===== config.mk =====
export PLATFORM = sky130hd
export DESIGN_NAME = blk_scan_gen
export DESIGN_NICKNAME = d
export VERILOG_FILES = /design/src/rtl/blk_scan_gen.sv
export SDC_FILE = /design/constraint.sdc
export NUM_CORES = 1
export LEC_CHECK = 0
export BUFFER_PORTS_ARGS = -buffer_cell sky130_fd_sc_hd__buf_2
export CORE_AREA = 4 4 110 112
export DETAILED_ROUTE_END_ITERATION = 8
export DIE_AREA = 0 0 114 116
export PLACE_DENSITY = 0.78
export SLEW_MARGIN = 10
export SYNTH_ARGS = -nofsm -noshare
export SYNTH_HDL_FRONTEND = slang
export SYNTH_SLANG_ARGS = --single-unit

===== constraint.sdc =====
create_clock -name clk -period 3 [get_ports clk]
set_input_delay 0.6 -clock clk [delete_from_list [all_inputs] [get_ports clk]]
set_output_delay 0.6 -clock clk [all_outputs]
set_load 0.05 [all_outputs]

===== src/rtl/blk_scan_gen.sv =====
// ---------------------------------------------------------------------------
// blk_scan_gen
//
// Walks a WIDTH x LENGTH luma frame in BLK x BLK blocks and presents one
// packed {row, col} pixel address per valid/ready handshake to the
// intra-prediction loop.  Three scan orders are supported:
//   mode 0 (and 3) : plain raster over blocks
//   mode 1         : macroblock raster, blocks inside each MB in raster order
//   mode 2         : macroblock raster, blocks inside each MB in H.264 z-order
//
// Ports
//   clk        in   rising-edge clock
//   reset      in   synchronous active-high reset
//   enable     in   global advance enable; low freezes every register
//   start      in   begin a frame scan (honoured in IDLE only)
//   mode       in   scan order, latched at start
//   out_valid  out  mbnumber / blk_index / flags are valid
//   out_ready  in   consumer accepts the current address
//   mbnumber   out  {row, col}, row in the upper COORD_W bits, pixel units
//   blk_index  out  sequence number of the current address, from 0
//   first_blk  out  current address is the first of the frame
//   last_blk   out  current address is the last of the frame
//   busy       out  scan in progress
//   done       out  one-cycle pulse after the last handshake
// ---------------------------------------------------------------------------
module blk_scan_gen #(
    parameter int WIDTH   = 720,
    parameter int LENGTH  = 1280,
    parameter int BLK     = 4,
    parameter int MB      = 16,
    parameter int COORD_W = 16
) (
    input  logic                   clk,
    input  logic                   reset,
    input  logic                   enable,
    input  logic                   start,
    input  logic [1:0]             mode,
    output logic                   out_valid,
    input  logic                   out_ready,
    output logic [2*COORD_W-1:0]   mbnumber,
    output logic [31:0]            blk_index,
    output logic                   first_blk,
    output logic                   last_blk,
    output logic                   busy,
    output logic                   done
);

    localparam int                 BLK_SH      = $clog2(BLK);
    localparam logic [COORD_W-1:0] C_ZERO      = {COORD_W{1'b0}};
    localparam logic [COORD_W-1:0] C_BLK       = COORD_W'(BLK);
    localparam logic [COORD_W-1:0] C_MB        = COORD_W'(MB);
    localparam logic [COORD_W-1:0] C_COL_LAST  = COORD_W'(WIDTH - BLK);
    localparam logic [COORD_W-1:0] C_MBCOL_LAST = COORD_W'(WIDTH - MB);
    localparam logic [31:0]        C_LAST_IDX  = 32'((WIDTH / BLK) * (LENGTH / BLK) - 1);

    localparam logic [1:0] MODE_RASTER = 2'd0;
    localparam logic [1:0] MODE_ZORDER = 2'd2;

    typedef enum logic [0:0] {
        ST_IDLE = 1'b0,
        ST_RUN  = 1'b1
    } state_t;

    // Maps a 4-bit sub-block index inside an MB to {y[1:0], x[1:0]}.
    // z-order interleaves the index bits: x = {i2, i0}, y = {i3, i1}.
    function automatic logic [3:0] sub_to_yx(input logic [1:0] scan_mode,
                                             input logic [3:0] idx);
        logic [3:0] yx;
        if (scan_mode == MODE_ZORDER) begin
            yx = {idx[3], idx[1], idx[2], idx[0]};
        end else begin
            yx = idx;
        end
        return yx;
    endfunction

    // Registered state
    state_t             r_state;
    logic [1:0]         r_mode;
    logic               r_valid;
    logic [COORD_W-1:0] r_row;
    logic [COORD_W-1:0] r_col;
    logic [COORD_W-1:0] r_mb_row;
    logic [COORD_W-1:0] r_mb_col;
    logic [3:0]         r_sub;
    logic [31:0]        r_index;
    logic               r_first;
    logic               r_last;
    logic               r_busy;
    logic               r_done;

    // Next-state values
    state_t             w_state_nxt;
    logic [1:0]         w_mode_nxt;
    logic               w_valid_nxt;
    logic [COORD_W-1:0] w_row_nxt;
    logic [COORD_W-1:0] w_col_nxt;
    logic [COORD_W-1:0] w_mb_row_nxt;
    logic [COORD_W-1:0] w_mb_col_nxt;
    logic [3:0]         w_sub_nxt;
    logic [31:0]        w_index_nxt;
    logic               w_first_nxt;
    logic               w_last_nxt;
    logic               w_busy_nxt;
    logic               w_done_nxt;

    // Advance candidates
    logic               w_hs;
    logic [3:0]         w_sub_adv;
    logic [COORD_W-1:0] w_mb_row_adv;
    logic [COORD_W-1:0] w_mb_col_adv;
    logic [3:0]         w_yx_adv;
    logic [COORD_W-1:0] w_row_adv;
    logic [COORD_W-1:0] w_col_adv;
    logic [31:0]        w_index_adv;

    assign w_hs        = r_valid & out_ready & enable;
    assign w_index_adv = r_index + 32'd1;

    // Next block address after the current one, for the latched scan order
    always_comb begin
        w_sub_adv    = r_sub + 4'd1;
        w_mb_row_adv = r_mb_row;
        w_mb_col_adv = r_mb_col;
        w_row_adv    = r_row;
        w_col_adv    = r_col;

        // MB origin steps only when the sub index wraps past 15
        if (r_sub == 4'd15) begin
            if (r_mb_col == C_MBCOL_LAST) begin
                w_mb_col_adv = C_ZERO;
                w_mb_row_adv = r_mb_row + C_MB;
            end else begin
                w_mb_col_adv = r_mb_col + C_MB;
            end
        end else begin
            w_mb_col_adv = r_mb_col;
        end

        w_yx_adv = sub_to_yx(r_mode, w_sub_adv);

        if (r_mode == MODE_RASTER) begin
            if (r_col == C_COL_LAST) begin
                w_col_adv = C_ZERO;
                w_row_adv = r_row + C_BLK;
            end else begin
                w_col_adv = r_col + C_BLK;
                w_row_adv = r_row;
            end
        end else begin
            w_row_adv = w_mb_row_adv + ({{(COORD_W-2){1'b0}}, w_yx_adv[3:2]} << BLK_SH);
            w_col_adv = w_mb_col_adv + ({{(COORD_W-2){1'b0}}, w_yx_adv[1:0]} << BLK_SH);
        end
    end

    // FSM next-state and output values
    always_comb begin
        w_state_nxt  = r_state;
        w_mode_nxt   = r_mode;
        w_valid_nxt  = r_valid;
        w_row_nxt    = r_row;
        w_col_nxt    = r_col;
        w_mb_row_nxt = r_mb_row;
        w_mb_col_nxt = r_mb_col;
        w_sub_nxt    = r_sub;
        w_index_nxt  = r_index;
        w_first_nxt  = r_first;
        w_last_nxt   = r_last;
        w_busy_nxt   = r_busy;
        w_done_nxt   = 1'b0;

        case (r_state)
            ST_IDLE: begin
                // A start coinciding with the done pulse is dropped so the
                // consumer always sees at least one idle cycle between frames.
                if (start && !r_done) begin
                    w_state_nxt  = ST_RUN;
                    w_mode_nxt   = (mode == 2'd3) ? MODE_RASTER : mode;
                    w_valid_nxt  = 1'b1;
                    w_busy_nxt   = 1'b1;
                    w_row_nxt    = C_ZERO;
                    w_col_nxt    = C_ZERO;
                    w_mb_row_nxt = C_ZERO;
                    w_mb_col_nxt = C_ZERO;
                    w_sub_nxt    = 4'd0;
                    w_index_nxt  = 32'd0;
                    w_first_nxt  = 1'b1;
                    w_last_nxt   = (C_LAST_IDX == 32'd0);
                end else begin
                    w_state_nxt  = ST_IDLE;
                end
            end
            ST_RUN: begin
                if (w_hs) begin
                    if (r_last) begin
                        // Address and index keep their final values
                        w_state_nxt = ST_IDLE;
                        w_valid_nxt = 1'b0;
                        w_busy_nxt  = 1'b0;
                        w_done_nxt  = 1'b1;
                        w_first_nxt = 1'b0;
                        w_last_nxt  = 1'b0;
                    end else begin
                        w_row_nxt    = w_row_adv;
                        w_col_nxt    = w_col_adv;
                        w_mb_row_nxt = w_mb_row_adv;
                        w_mb_col_nxt = w_mb_col_adv;
                        w_sub_nxt    = w_sub_adv;
                        w_index_nxt  = w_index_adv;
                        w_first_nxt  = 1'b0;
                        w_last_nxt   = (w_index_adv == C_LAST_IDX);
                    end
                end else begin
                    w_state_nxt = ST_RUN;
                end
            end
            default: begin
                w_state_nxt = ST_IDLE;
                w_valid_nxt = 1'b0;
                w_busy_nxt  = 1'b0;
                w_first_nxt = 1'b0;
                w_last_nxt  = 1'b0;
            end
        endcase
    end

    // State and datapath registers; enable low freezes everything
    always_ff @(posedge clk) begin
        if (reset) begin
            r_state  <= ST_IDLE;
            r_mode   <= 2'd0;
            r_valid  <= 1'b0;
            r_row    <= C_ZERO;
            r_col    <= C_ZERO;
            r_mb_row <= C_ZERO;
            r_mb_col <= C_ZERO;
            r_sub    <= 4'd0;
            r_index  <= 32'd0;
            r_first  <= 1'b0;
            r_last   <= 1'b0;
            r_busy   <= 1'b0;
            r_done   <= 1'b0;
        end else if (enable) begin
            r_state  <= w_state_nxt;
            r_mode   <= w_mode_nxt;
            r_valid  <= w_valid_nxt;
            r_row    <= w_row_nxt;
            r_col    <= w_col_nxt;
            r_mb_row <= w_mb_row_nxt;
            r_mb_col <= w_mb_col_nxt;
            r_sub    <= w_sub_nxt;
            r_index  <= w_index_nxt;
            r_first  <= w_first_nxt;
            r_last   <= w_last_nxt;
            r_busy   <= w_busy_nxt;
            r_done   <= w_done_nxt;
        end
    end

    assign out_valid = r_valid;
    assign mbnumber  = {r_row, r_col};
    assign blk_index = r_index;
    assign first_blk = r_first;
    assign last_blk  = r_last;
    assign busy      = r_busy;
    assign done      = r_done;

endmodule


# After elaboration in Yosys (flattened, before gate mapping)
# Index checks and enable logic that the tools add are counted.
# op_classes
n_addsub	8
n_eq_ne	11
n_mux	48
bitwise	3
n_reduce_logical	8
# op_table
cell	count
$mux 16	17
$pmux 16 s2	4
$mux 32	3
$pmux 32 s2	1
$add 16x3->16 const B	2
$add 16x4->16	2
$add 16x5->16 const B	2
$add 32x1->32 const B	1
$eq 16x10->1 const B	2
$eq 32x16->1 const B	1
$mux 1	13
$mux 4	3
$pmux 1 s2	4
$pmux 4 s2	1
$reduce_and 4->1	2
$reduce_and 3->1	2
$reduce_and 5->1	1
$add 4x1->4 const B	1
$eq 2x2->1 const B	2
$eq 4x4->1 const B	1
$ne 2x1->1 const B	2
$ne 2x2->1 const B	2
$mux 3	1
$ne 3x2->1 const B	1
other kinds (6)	7
# totals
register_bits	107
input_bits	7
out_inout_bits	69

# Depth between registers and ports, before layout
# Gate-level depths: netlist (run 1).
# logic_depth
ltp_word	8
ltp_mapped	11
ltp_nobuf	11

# Least setup slack after synthesis (run 1)
# OpenSTA, ideal clock, no wires.
# synth_timing
path_kind	reg-to-reg
from	reg r_index[0] (netlist: blk_index[0])
to	reg r_last (netlist: last_blk)
arrival_time_ps	2652
required_time_ps	2915
path_slack_ps	263
stages_incl_launch_ff	10
cell_sequence	dfxtp_1 > ha_1 > clkbuf_1 > nand4_1 > nor4_2 > nand4_1 > nor2_1 > a22o_1 > a31oi_1 > o31ai_2
# synth_between
elab_chain_cells	5
# synth_rtl
element	line	text
start: declaration	86	logic [31:0] r_index;
start signal: assignment	252	r_index <= w_index_nxt;
$add 32x1->32	118	assign w_index_adv = r_index + 32'd1;
$eq 32x16->1	211	w_last_nxt = (w_index_adv == C_LAST_IDX);
$mux 1	195	if (r_last) begin
$mux 1	194	if (w_hs) begin
$pmux 1 s2	172	case (r_state)
end signal: assignment	254	r_last <= w_last_nxt;
end: declaration	88	logic r_last;
# No other way between the ends. The select of a mux whose other input is x is not followed.
# A chain may end at the register's enable or synchronous reset.

# Worst setup path in the final report (run 1)
# layout_timing
from	reg r_sub[0]
to	reg r_col[7]
# layout_between
elab_chain_cells	7
word_cells_on_any_way	9
cone_classes	add/sub: 2; eq/ne: 1; mux: 6
# layout_rtl
element	line	text
start: declaration	85	logic [3:0] r_sub;
start signal: assignment	251	r_sub <= w_sub_nxt;
$add 4x1->4 / $eq 4x4->1 (equally long branches)	122, 129	
$mux 3 / $mux 16 (equally long branches)	69, 129	
$add 16x4->16 *	152	w_col_adv = w_mb_col_adv + ({{(COORD_W-2){1'b0}}, w_yx_adv[1:0]} << BLK_SH);
$mux 16 *	142	if (r_mode == MODE_RASTER) begin
$mux 16 *	195	
$mux 16 *	194	
$pmux 16 s2 *	172	
end signal: assignment	248	r_col <= w_col_nxt;
end: declaration	82	logic [COORD_W-1:0] r_col;
# Every way passes the cells marked *; elsewhere a longest branch is shown, timed or not. The select of a mux whose other input is x is not followed.

==> metrics.txt, run 1 <==
status=finished clean; n_diodes=0; drt pass-1 iters=5; RSZ-0062 raised after global routing=no; ys async rst share=0; hold depth=2; syn_nets=897; Synth Flop Type=dfxtp_1; Post-synth EDFFs=0; Final Hold Vio Count=0; setup_tns=0 ns; Reg2Reg Depth=11; post-route ant nets=0; hold_ws=0.4730 ns; Fmax=approximately 0.37 GHz; CP arrival=roughly 3 ns; sequential element share of the synthesized area=0.3151; Post-Synthesis Cells=879; initial antenna violation count=0; CP startpoint kind=flop; largest net degree at the start of global routing=96; worst min-delay path category=flop to flop; Slew headroom=0.3460; WHS Endpoint=first_blk; Setup WS post-layout=0.2800 ns; critical path endpoint category=flop; final wirelength=17780 um; Reg power frac=0.503; Area Growth Syn to Fin=12.24%; RD Place Congestion=0.9302; Wirelength per Cell=between 15 and 20 um; IO Count=76; crit path time final=2.720 ns; total global routing overflow=0; Die Y=116 um; maximum vdd drop=0.2452 mV; CTS Buf Count=9; Gates resized, CTS repair=0; DRT iter0 DRCs=666; DRC Markers=0; flop-to-flop setup slack=approximately 0.28 ns; syn avg cell area=7.372 sq um; vias in the first global route=5986; die area=13220 sq um; Rows=39; Total GRT Usage=0.2696; post-route cell area=7273 sq um; Mapped Area=roughly 6500 sq um; via density per instance=6.274; # fillers=1060; htree depth=3; Clock Power Share=0.440; leakage power=2.739 nW; cell taking the most area after synthesis=dfxtp_1; flops & latches, synth=102; CTS tree=done; worst slew pin tran=0.9810 ns; clk root buf=clkbuf_16; core area=11220 sq um; Worst R2R End=r_col[7]; Hold Buf Count CTS=0; setup bufs post-CTS=0; Gate power share=0.057; Die W=114 um; maxcap violations=0; main area contributors after synthesis=dfxtp_1, a21oi_1, nor2_1, nand2_1, o21ai_0; final max-slew violation count=0; Setup Crit Path Kind=flop to flop; Switch Pwr=between 0.6 and 0.7 mW; Max FO, Critical Path=6; final net count=941; top cell type's share of synthesized area=0.3151; pre-CTS setup slack=0.3108 ns; Placed Instance Area=~7000 sq um; crit share post-route=0.9067; I/O Buffers=75; fraction of layout cells with a size suffix above 1=0.1455; Synth cell types=65; worst-case clock buffer depth=2; worst skew pair latency=approximately 0.35 ns; Critical Path RT=3.28 ns; CTS clk-pin slew, worst paths=0.07 ns; HPWL Detailed=12160 um; P per Cell Area=372.9 nW/um^2; Reg2Reg Launch Point=r_sub[0]; Hold Path Origin=first_blk; internal power=between 2 and 2.5 mW; Vias=6719; first-pass GRT wire length=~29000 um; Pwr Total=2.712 mW; final setup vio count=0; sw frac=0.2357; Clock Sinks=102; starting density of the core=0.5774; clock skew=0.009434 ns; Yosys warning total=0
==> worst max-delay path by stage <==
stage / start / endpoint / slack [ns] / depth (start not counted)
final: r_sub[0] / r_col[7] / 0.28 / 11
after global routing: blk_index[15] / last_blk / 0.11 / 7
after CTS: r_sub[0] / r_col[7] / 0.29 / 11
after detailed placement: r_mb_col[5] / r_row[7] / 0.31 / 9
after global placement: r_sub[0] / r_row[7] / 0.39 / 8
after floorplan: blk_index[0] / last_blk / 0.26 / 9
==> area by class of cell <==
type	count	area, sq um	area share
multi-input combinational	698	4140	0.5692
sequential	102	2042	0.2808
timing repair buffer	96	545.5	0.07500
clock buffer	14	294.0	0.04043
tap	143	178.9	0.02460
inverter	16	60.06	0.008257
clock inverter	2	12.51	0.001720
==> sequential cells by signal, summed over array words and instances, names as in the netlist, 2 cells and up <==
register	cells
r_mb_col	16
blk_index	32
r_mb_row	12
r_mode	2
r_row	15
r_col	16
r_sub	4
==> critical path: stages (launching register included) <==
cell and delay (ns):
dfxtp_1 0.35, ha_1 0.28, xor2_1 0.18, mux2_2 0.31
ha_1 0.31, a21oi_1 0.29, o31ai_1 0.11, a21o_1 0.18
a21oi_1 0.17, mux2i_1 0.23, o211ai_1 0.10, a21oi_1 0.13
==> metal layers <==
metal	global-route usage	vias to the layer above	part of all wire
met1	0.3733	3117	0.45
met3	0.03133	37	0.063
met5	0	-	0
met4	0.1140	0	0.029
li1	-	3302	-
met2	0.4270	263	0.46
==> power groups by stage <==
stage,registers [mW],logic (mW),clock network (mW)
after CTS,1.36,0.153,1.20
after floorplan,1.40,0.0942,0
after global routing,1.36,0.170,1.27
after detailed placement,1.39,0.152,0
after global placement,1.39,0.152,0
final,1.36,0.156,1.19
==> logic make-up (layout without fill, tap and decap cells) <==
group | after synthesis | after routing | synth area share
buffers and inverters | 79 | 128 | 0.04750
DFF | 102 | 102 | 0.3151
xor gates and xnor gates | 53 | 53 | 0.07163
AOI/OAI and AO/OA | 231 | 231 | 0.2165
adders and majority gates | 11 | 11 | 0.02240
muxes | 4 | 4 | 0.006565
and+or+nand+nor | 399 | 399 | 0.3203
==> Yosys cell counts, types with 8 or more instances <==
library cell	n
nand3b_1	8
nand4_1	22
nand3_1	45
and3_1	15
nor3_1	45
nor4_1	20
nand2_1	76
dfxtp_1	102
a311oi_1	9
inv_1	15
clkbuf_1	57
xor2_1	24
and2_1	11
ha_1	10
o22ai_1	8
nor2_1	101
xnor2_1	29
nand2b_1	9
a31oi_1	9
o21ai_0	56
a21oi_1	90
a22oi_1	21
==> cell usage in the layout (no fill, tap or decap), types with 3 or more instances in the layout <==
master and instances:
dfxtp_1 102, nor2_1 99, a21oi_1 90, nand2_1 76, buf_2 75, o21ai_0 56, nand3_1 45, nor3_1 45
xnor2_1 29, xor2_1 24, nand4_1 22, a22oi_1 21, nor4_1 20, buf_4 20, inv_1 15, and3_1 15
and2_1 11, ha_1 10, nand2b_1 9, a31oi_1 9, a311oi_1 9, clkbuf_16 9, nand3b_1 8, o22ai_1 8
and4_1 6, or3_1 6, or4_1 5, nor3b_1 5, clkbuf_8 5, or2_2 4, a21o_1 4, o2111ai_1 4
nand4b_1 4, nor2b_1 3, o31ai_1 3, a211oi_1 3, a221oi_1 3, o211a_1 3, nor4_2 3
==> through the flow <==
step / util / std cells
2_1_floorplan: - / 879
3_3_place_gp: 0.6207 / 1055
3_5_place_dp: 0.6207 / 1055
4_1_cts: 0.6480 / 1071
5_1_grt: 0.6480 / 1071
6_report: 0.6480 / 1071
(Power assumes the default switching activity.)
==> inputs of run 2 (changes only) <==
- BUFFER_PORTS_ARGS: -buffer_cell sky130_fd_sc_hd__buf_2 -> -buffer_cell sky130_fd_sc_hd__buf_4
==> run 2 against run 1 <==
Compared with the run above:
- global-route usage is 1.4 points higher
- setup slack worse by 0.030 ns
- count of clock-buffer cells in the layout shrank 3
- clock skew is essentially flat
- largest cell class unchanged
- clock power down 8%
- critical path type unchanged
- non-clock buffer count is the same
- via count is 2.4% higher
- maximum frequency decreased by 1.1%
- register-to-register slack worse by 0.03 ns
- flip-flop and latch count unchanged
==> metrics.txt, run 2 (synthesized netlist as in run 1, its figures left out) <==
htree depth=3; WP buf/inv=1; crit path time final=2.750 ns; final max-slew violation count=0; I/O Buffers=75; RD Place Congestion=roughly 0.94; fraction of layout cells with a size suffix above 1=0.1444; Slew headroom=0.3174; final wirelength=roughly 19000 um; Wirelength per Cell=around 17 um; met2 routed wirelength=8436 um; DR top layer=met4; Max FO, Critical Path=12; maxcap violations=0; post-route ant nets=0; Critical Path RT=3.28 ns; worst-case clock buffer depth=2; worst min-delay path category=flop to flop; DRC Markers=0; crit share post-route=0.9166; Max stage delay on crit path=around 0.55 ns; core area=11220 sq um; CTS tree=done; CTS clk-pin slew, worst paths=0.07 ns; Area Growth Syn to Fin=14.67%; DRT iter0 DRCs=777; P per Cell Area=about 350 nW/um^2; fin cells=approximately 1100; flop-to-flop setup slack=0.25 ns; max FFs per register=32; Die Y=116 um; most common cell after layout, fill and taps aside=dfxtp_1; via density per instance=between 6 and 7; CP top delay family=simple AND/OR/NAND/NOR gates; Fmax=0.3637 GHz; Rows=39; largest net degree at the start of global routing=96; n_diodes=0; first-pass GRT wire length=a little over 30000 um; worst slew pin tran=~1 ns; Clock Sinks=102; clk root buf=clkbuf_16; maximum vdd drop=0.2441 mV; starting density of the core=0.5774; leakage power=2.741 nW; HPWL Detailed=12990 um; clock skew=0.009528 ns; worst skew pair latency=0.35 ns; CP startpoint kind=flop; final net count=941; setup_tns=0 ns; Setup Crit Path Kind=flop to flop; die area=13220 sq um; critical path endpoint category=flop; CTS Buf Count=9; initial antenna violation count=0; Final Hold Vio Count=0; most used cells in the layout excluding fill and tap cells=dfxtp_1, nor2_1, buf_4; crit path cell chain=inv_1 -> ha_1 -> or4b_1 -> or4_1 -> or4_4 -> xor2_1 -> a211oi_1 -> a21oi_1 -> nor2_1; WL met3=~1400 um; total global routing overflow=0; vias in the first global route=6217; IO Count=76; CP arrival=a little over 3 ns; CP max-delay cell=or4_4; Total GRT Usage=0.2841; Die W=~110 um; RSZ-0062 raised after global routing=no; Placed Instances=1055; # fillers=1010; final setup vio count=0; status=finished clean; Vias=6877; drt pass-1 iters=5; M1 WL=8200 um
-- run 2: changes by cell type in the layout (fill, tap and decap cells not counted) --
cell,before,now
buf_2,75,0
buf_4,20,95
clkbuf_1,0,1
clkbuf_8,5,1
clkinv_2,1,5
clkinvlp_4,1,0
nor4_2,3,2
nor4_4,1,2
-- run 2: where the power goes --
part / total (mW) / leakage (nW) / internal [mW] / switching, mW
Clock: 1.09 / 0.139 / 0.579 / 0.515
Combinational: 0.161 / 1.78 / 0.0437 / 0.117
Sequential: 1.36 / 0.822 / 1.36 / 0.00493
-- run 2: area by class of cell --
type                       instances  area, sq um  area share
clock buffer                      11        242.7     0.03267
clock inverter                     5        25.02    0.003368
inverter                          16        60.06    0.008082
multi-input combinational        698         4149      0.5583
sequential                       102         2042      0.2748
tap                              143        178.9     0.02408
timing repair buffer              96        733.2     0.09867
-- run 2: worst paths after layout --
kind / cells after the start / endpoint / from
max: 9 / r_row[7] / r_mb_col[4]
min: 2 / first_blk / first_blk
max reg2reg: 9 / r_row[7] / r_mb_col[4]
min reg2reg: 2 / first_blk / first_blk
-- run 2: through the flow --
stage	hold slack (ns)	worst slack [ns]	power (mW)	util	cell area, sq um
after detailed placement	0.4502	0.2801	1.552	0.6375	7154
after floorplan	0.4319	0.2629	1.498	-	6480
after global routing	0.4962	0.08692	2.713	0.6621	7431
final	0.4566	0.2502	2.618	0.6621	7431
after global placement	0.4377	0.3211	1.550	0.6375	7154
after CTS	0.4593	0.2653	2.631	0.6613	7422
-- run 2: what timing repair did --
action | CTS | global route
hold buffers | 0 | 0
gates resized for setup | 0 | 1
buffers inserted | 0 | 0
endpoints found under the setup margin | 0 | 1
-- run 2: worst min-delay path: stages (launching register included) --
cell     delay (ns)
dfxtp_1        0.31
nand2_1        0.05
a21oi_1        0.05
-- run 2: per-layer routing --
layer | vias to the layer above | global-route usage
met5 | - | 0
met4 | 0 | 0.1267
met3 | 47 | 0.03916
met2 | 328 | 0.4571
met1 | 3195 | 0.3809
li1 | 3307 | -
==> inputs of run 3 (changes only) <==
- CORE_AREA: 4 4 110 112 -> 4 4 154 82
- DIE_AREA: 0 0 114 116 -> 0 0 158 86
- PLACE_DENSITY: 0.78 -> 0.77
==> run 3 against run 2 <==
Compared with the run above:
- routed wire length increased by 11%
- sequential power hardly changed
- utilization down 0.22 points
- maximum frequency shrank 2.7%
- die area up 2.8%
- cell count is 0.84% higher
- count of clock-buffer cells in the layout increased by 1
- global-route usage is 1.7 points higher
- critical path depth down 2
- largest power group unchanged
==> metrics.txt, run 3 (synthesized netlist as in run 1, its figures left out) <==
die area=13590 sq um; final net count=944; Slew headroom=0.2994; htree depth=3; Reg2Reg Depth=7; flop-to-flop setup slack=approximately 0.18 ns; Hold Path Origin=r_mb_row[11]; core area=11390 sq um; initial antenna violation count=0; clock skew=0.01049 ns; RD Place Congestion=~0.95; post-route ant nets=0; CP max-delay cell=or4_4; Hold Buf Count CTS=0; n_diodes=0; total global routing overflow=0; Total GRT Usage=0.3009; maxcap violations=0; Die W=158 um; Crit path depth=7; Critical Path Sink=last_blk; CTS Buf Count=9; crit path time final=2.825 ns; worst slew pin tran=1.051 ns; Worst R2R End=last_blk; # fillers=994; final max-slew violation count=0; leakage power=2.759 nW; hold_ws=0.4608 ns; RSZ-0062 raised after global routing=no; Wirelength per Cell=19.16 um; worst min-delay path category=flop to flop; HPWL Detailed=14590 um; Clock Sinks=102; Setup Crit Path Kind=flop to flop; CTS clk-pin slew, worst paths=0.07 ns; via density per instance=between 6 and 7; clk root buf=clkbuf_16; maximum vdd drop=0.2748 mV; Reg2Reg Launch Point=blk_index[12]; first-pass GRT wire length=33190 um; CP arrival=3.09 ns; crit path launch=blk_index[12]; Max FO, Critical Path=8; final wirelength=a little over 20000 um; fraction of layout cells with a size suffix above 1=0.1473; hold depth=2; I/O Buffers=75; crit share post-route=0.9416; largest net degree at the start of global routing=between 90 and 100; CTS tree=done; max FFs per register=32; CP most frequent cell=nor4_1; DRC Markers=0; drt pass-1 iters=5; most used cells in the layout excluding fill and tap cells=dfxtp_1, nor2_1, buf_4; Vias=7109; status=finished clean; Max stage delay on crit path=around 0.57 ns; worst-case clock buffer depth=2; CP startpoint kind=flop; starting density of the core=0.5691; Fmax=0.3540 GHz; DRT iter0 DRCs=812; IO Count=76; most common cell after layout, fill and taps aside=dfxtp_1; CP top delay family=simple AND/OR/NAND/NOR gates; vias in the first global route=approximately 6300; Area Growth Syn to Fin=15.95%; WP buf/inv=0; P per Cell Area=376.2 nW/um^2; Die Y=approximately 86 um; final setup vio count=0; Final Hold Vio Count=0; Rows=28; setup_tns=0 ns; crit path cell chain=nand4_4 -> or4_4 -> nor4_1 -> xor2_1 -> nor4_1 -> nand4b_1 -> o31ai_2; Critical Path RT=between 3 and 4 ns; worst skew pair latency=0.35 ns; critical path endpoint category=flop
-- run 3: cell types whose count changed in the layout (fill, tap and decap cells not counted) --
| cell | delta |
|---|---|
| buf_4 | +3 |
| nor4_4 | -1 |
| clkinvlp_4 | +1 |
| a21oi_1 | -1 |
| bufinv_16 | +2 |
| a21oi_2 | +1 |
| clkbuf_8 | +1 |
| clkinv_2 | -5 |
| nor4_2 | +1 |
-- run 3: layout make-up --
class	instances	area, sq um	area share
Multi-Input combinational cell	698	4144	0.5515
Sequential cell	102	2042	0.2718
Timing Repair Buffer	99	755.7	0.1006
Clock buffer	12	256.5	0.03414
Tap cell	150	187.7	0.02498
Clock inverter	3	67.56	0.008993
Inverter	16	60.06	0.007993
-- run 3: power breakdown --
part           internal (mW)  switching (mW)  leakage [nW]
clock network          0.774           0.524         0.155
logic                 0.0418           0.123          1.78
registers               1.36         0.00567         0.822
total                   2.17           0.653          2.76
-- run 3: worst min path at each step --
stage and to:
3_5_place_dp r_mb_row[11], 6_report r_mb_row[11], 3_3_place_gp r_mb_row[11], 5_1_grt r_mb_row[11], 4_1_cts r_mb_row[11], 2_1_floorplan r_mb_row[11]
-- run 3: layer usage --
metal	global-route usage	vias up	part of all wire	wire [um]
met5	0	-	0	0
met4	0.05728	0	0.012	244
met3	0.09425	41	0.12	2522
met2	0.4098	446	0.40	8310
met1	0.4627	3318	0.46	9613
li1	-	3304	-	-
-- run 3: repair_timing --
item	in CTS	in global routing
resized for setup	0	1
endpoints found under the setup margin	0	1
hold endpoints to repair	0	0
buffers inserted	0	0
-- run 3: through the flow --
stage / cell area, sq um / cells / power (mW) / utilization / setup slack, ns
6_report: 7513 / 1080 / 2.827 / 0.6599 / 0.1751
5_1_grt: 7513 / 1080 / 2.897 / 0.6599 / 0.004326
4_1_cts: 7510 / 1080 / 2.835 / 0.6596 / 0.2308
3_5_place_dp: 7186 / 1065 / 1.554 / 0.6311 / 0.1572
3_3_place_gp: 7186 / 1065 / 1.550 / 0.6311 / 0.1392
2_1_floorplan: 6480 / 879 / 1.498 / - / 0.2629
-- run 3: worst register-to-register path, delay by kind of cell, from the launching register on --
| family | cells | cell delay (ns) |
|---|---|---|
| and+or+nand+nor | 5 | 1.92 |
| DFF | 1 | 0.51 |
| AOI/OAI and AO/OA | 1 | 0.19 |
| xor gates and xnor gates | 1 | 0.12 |
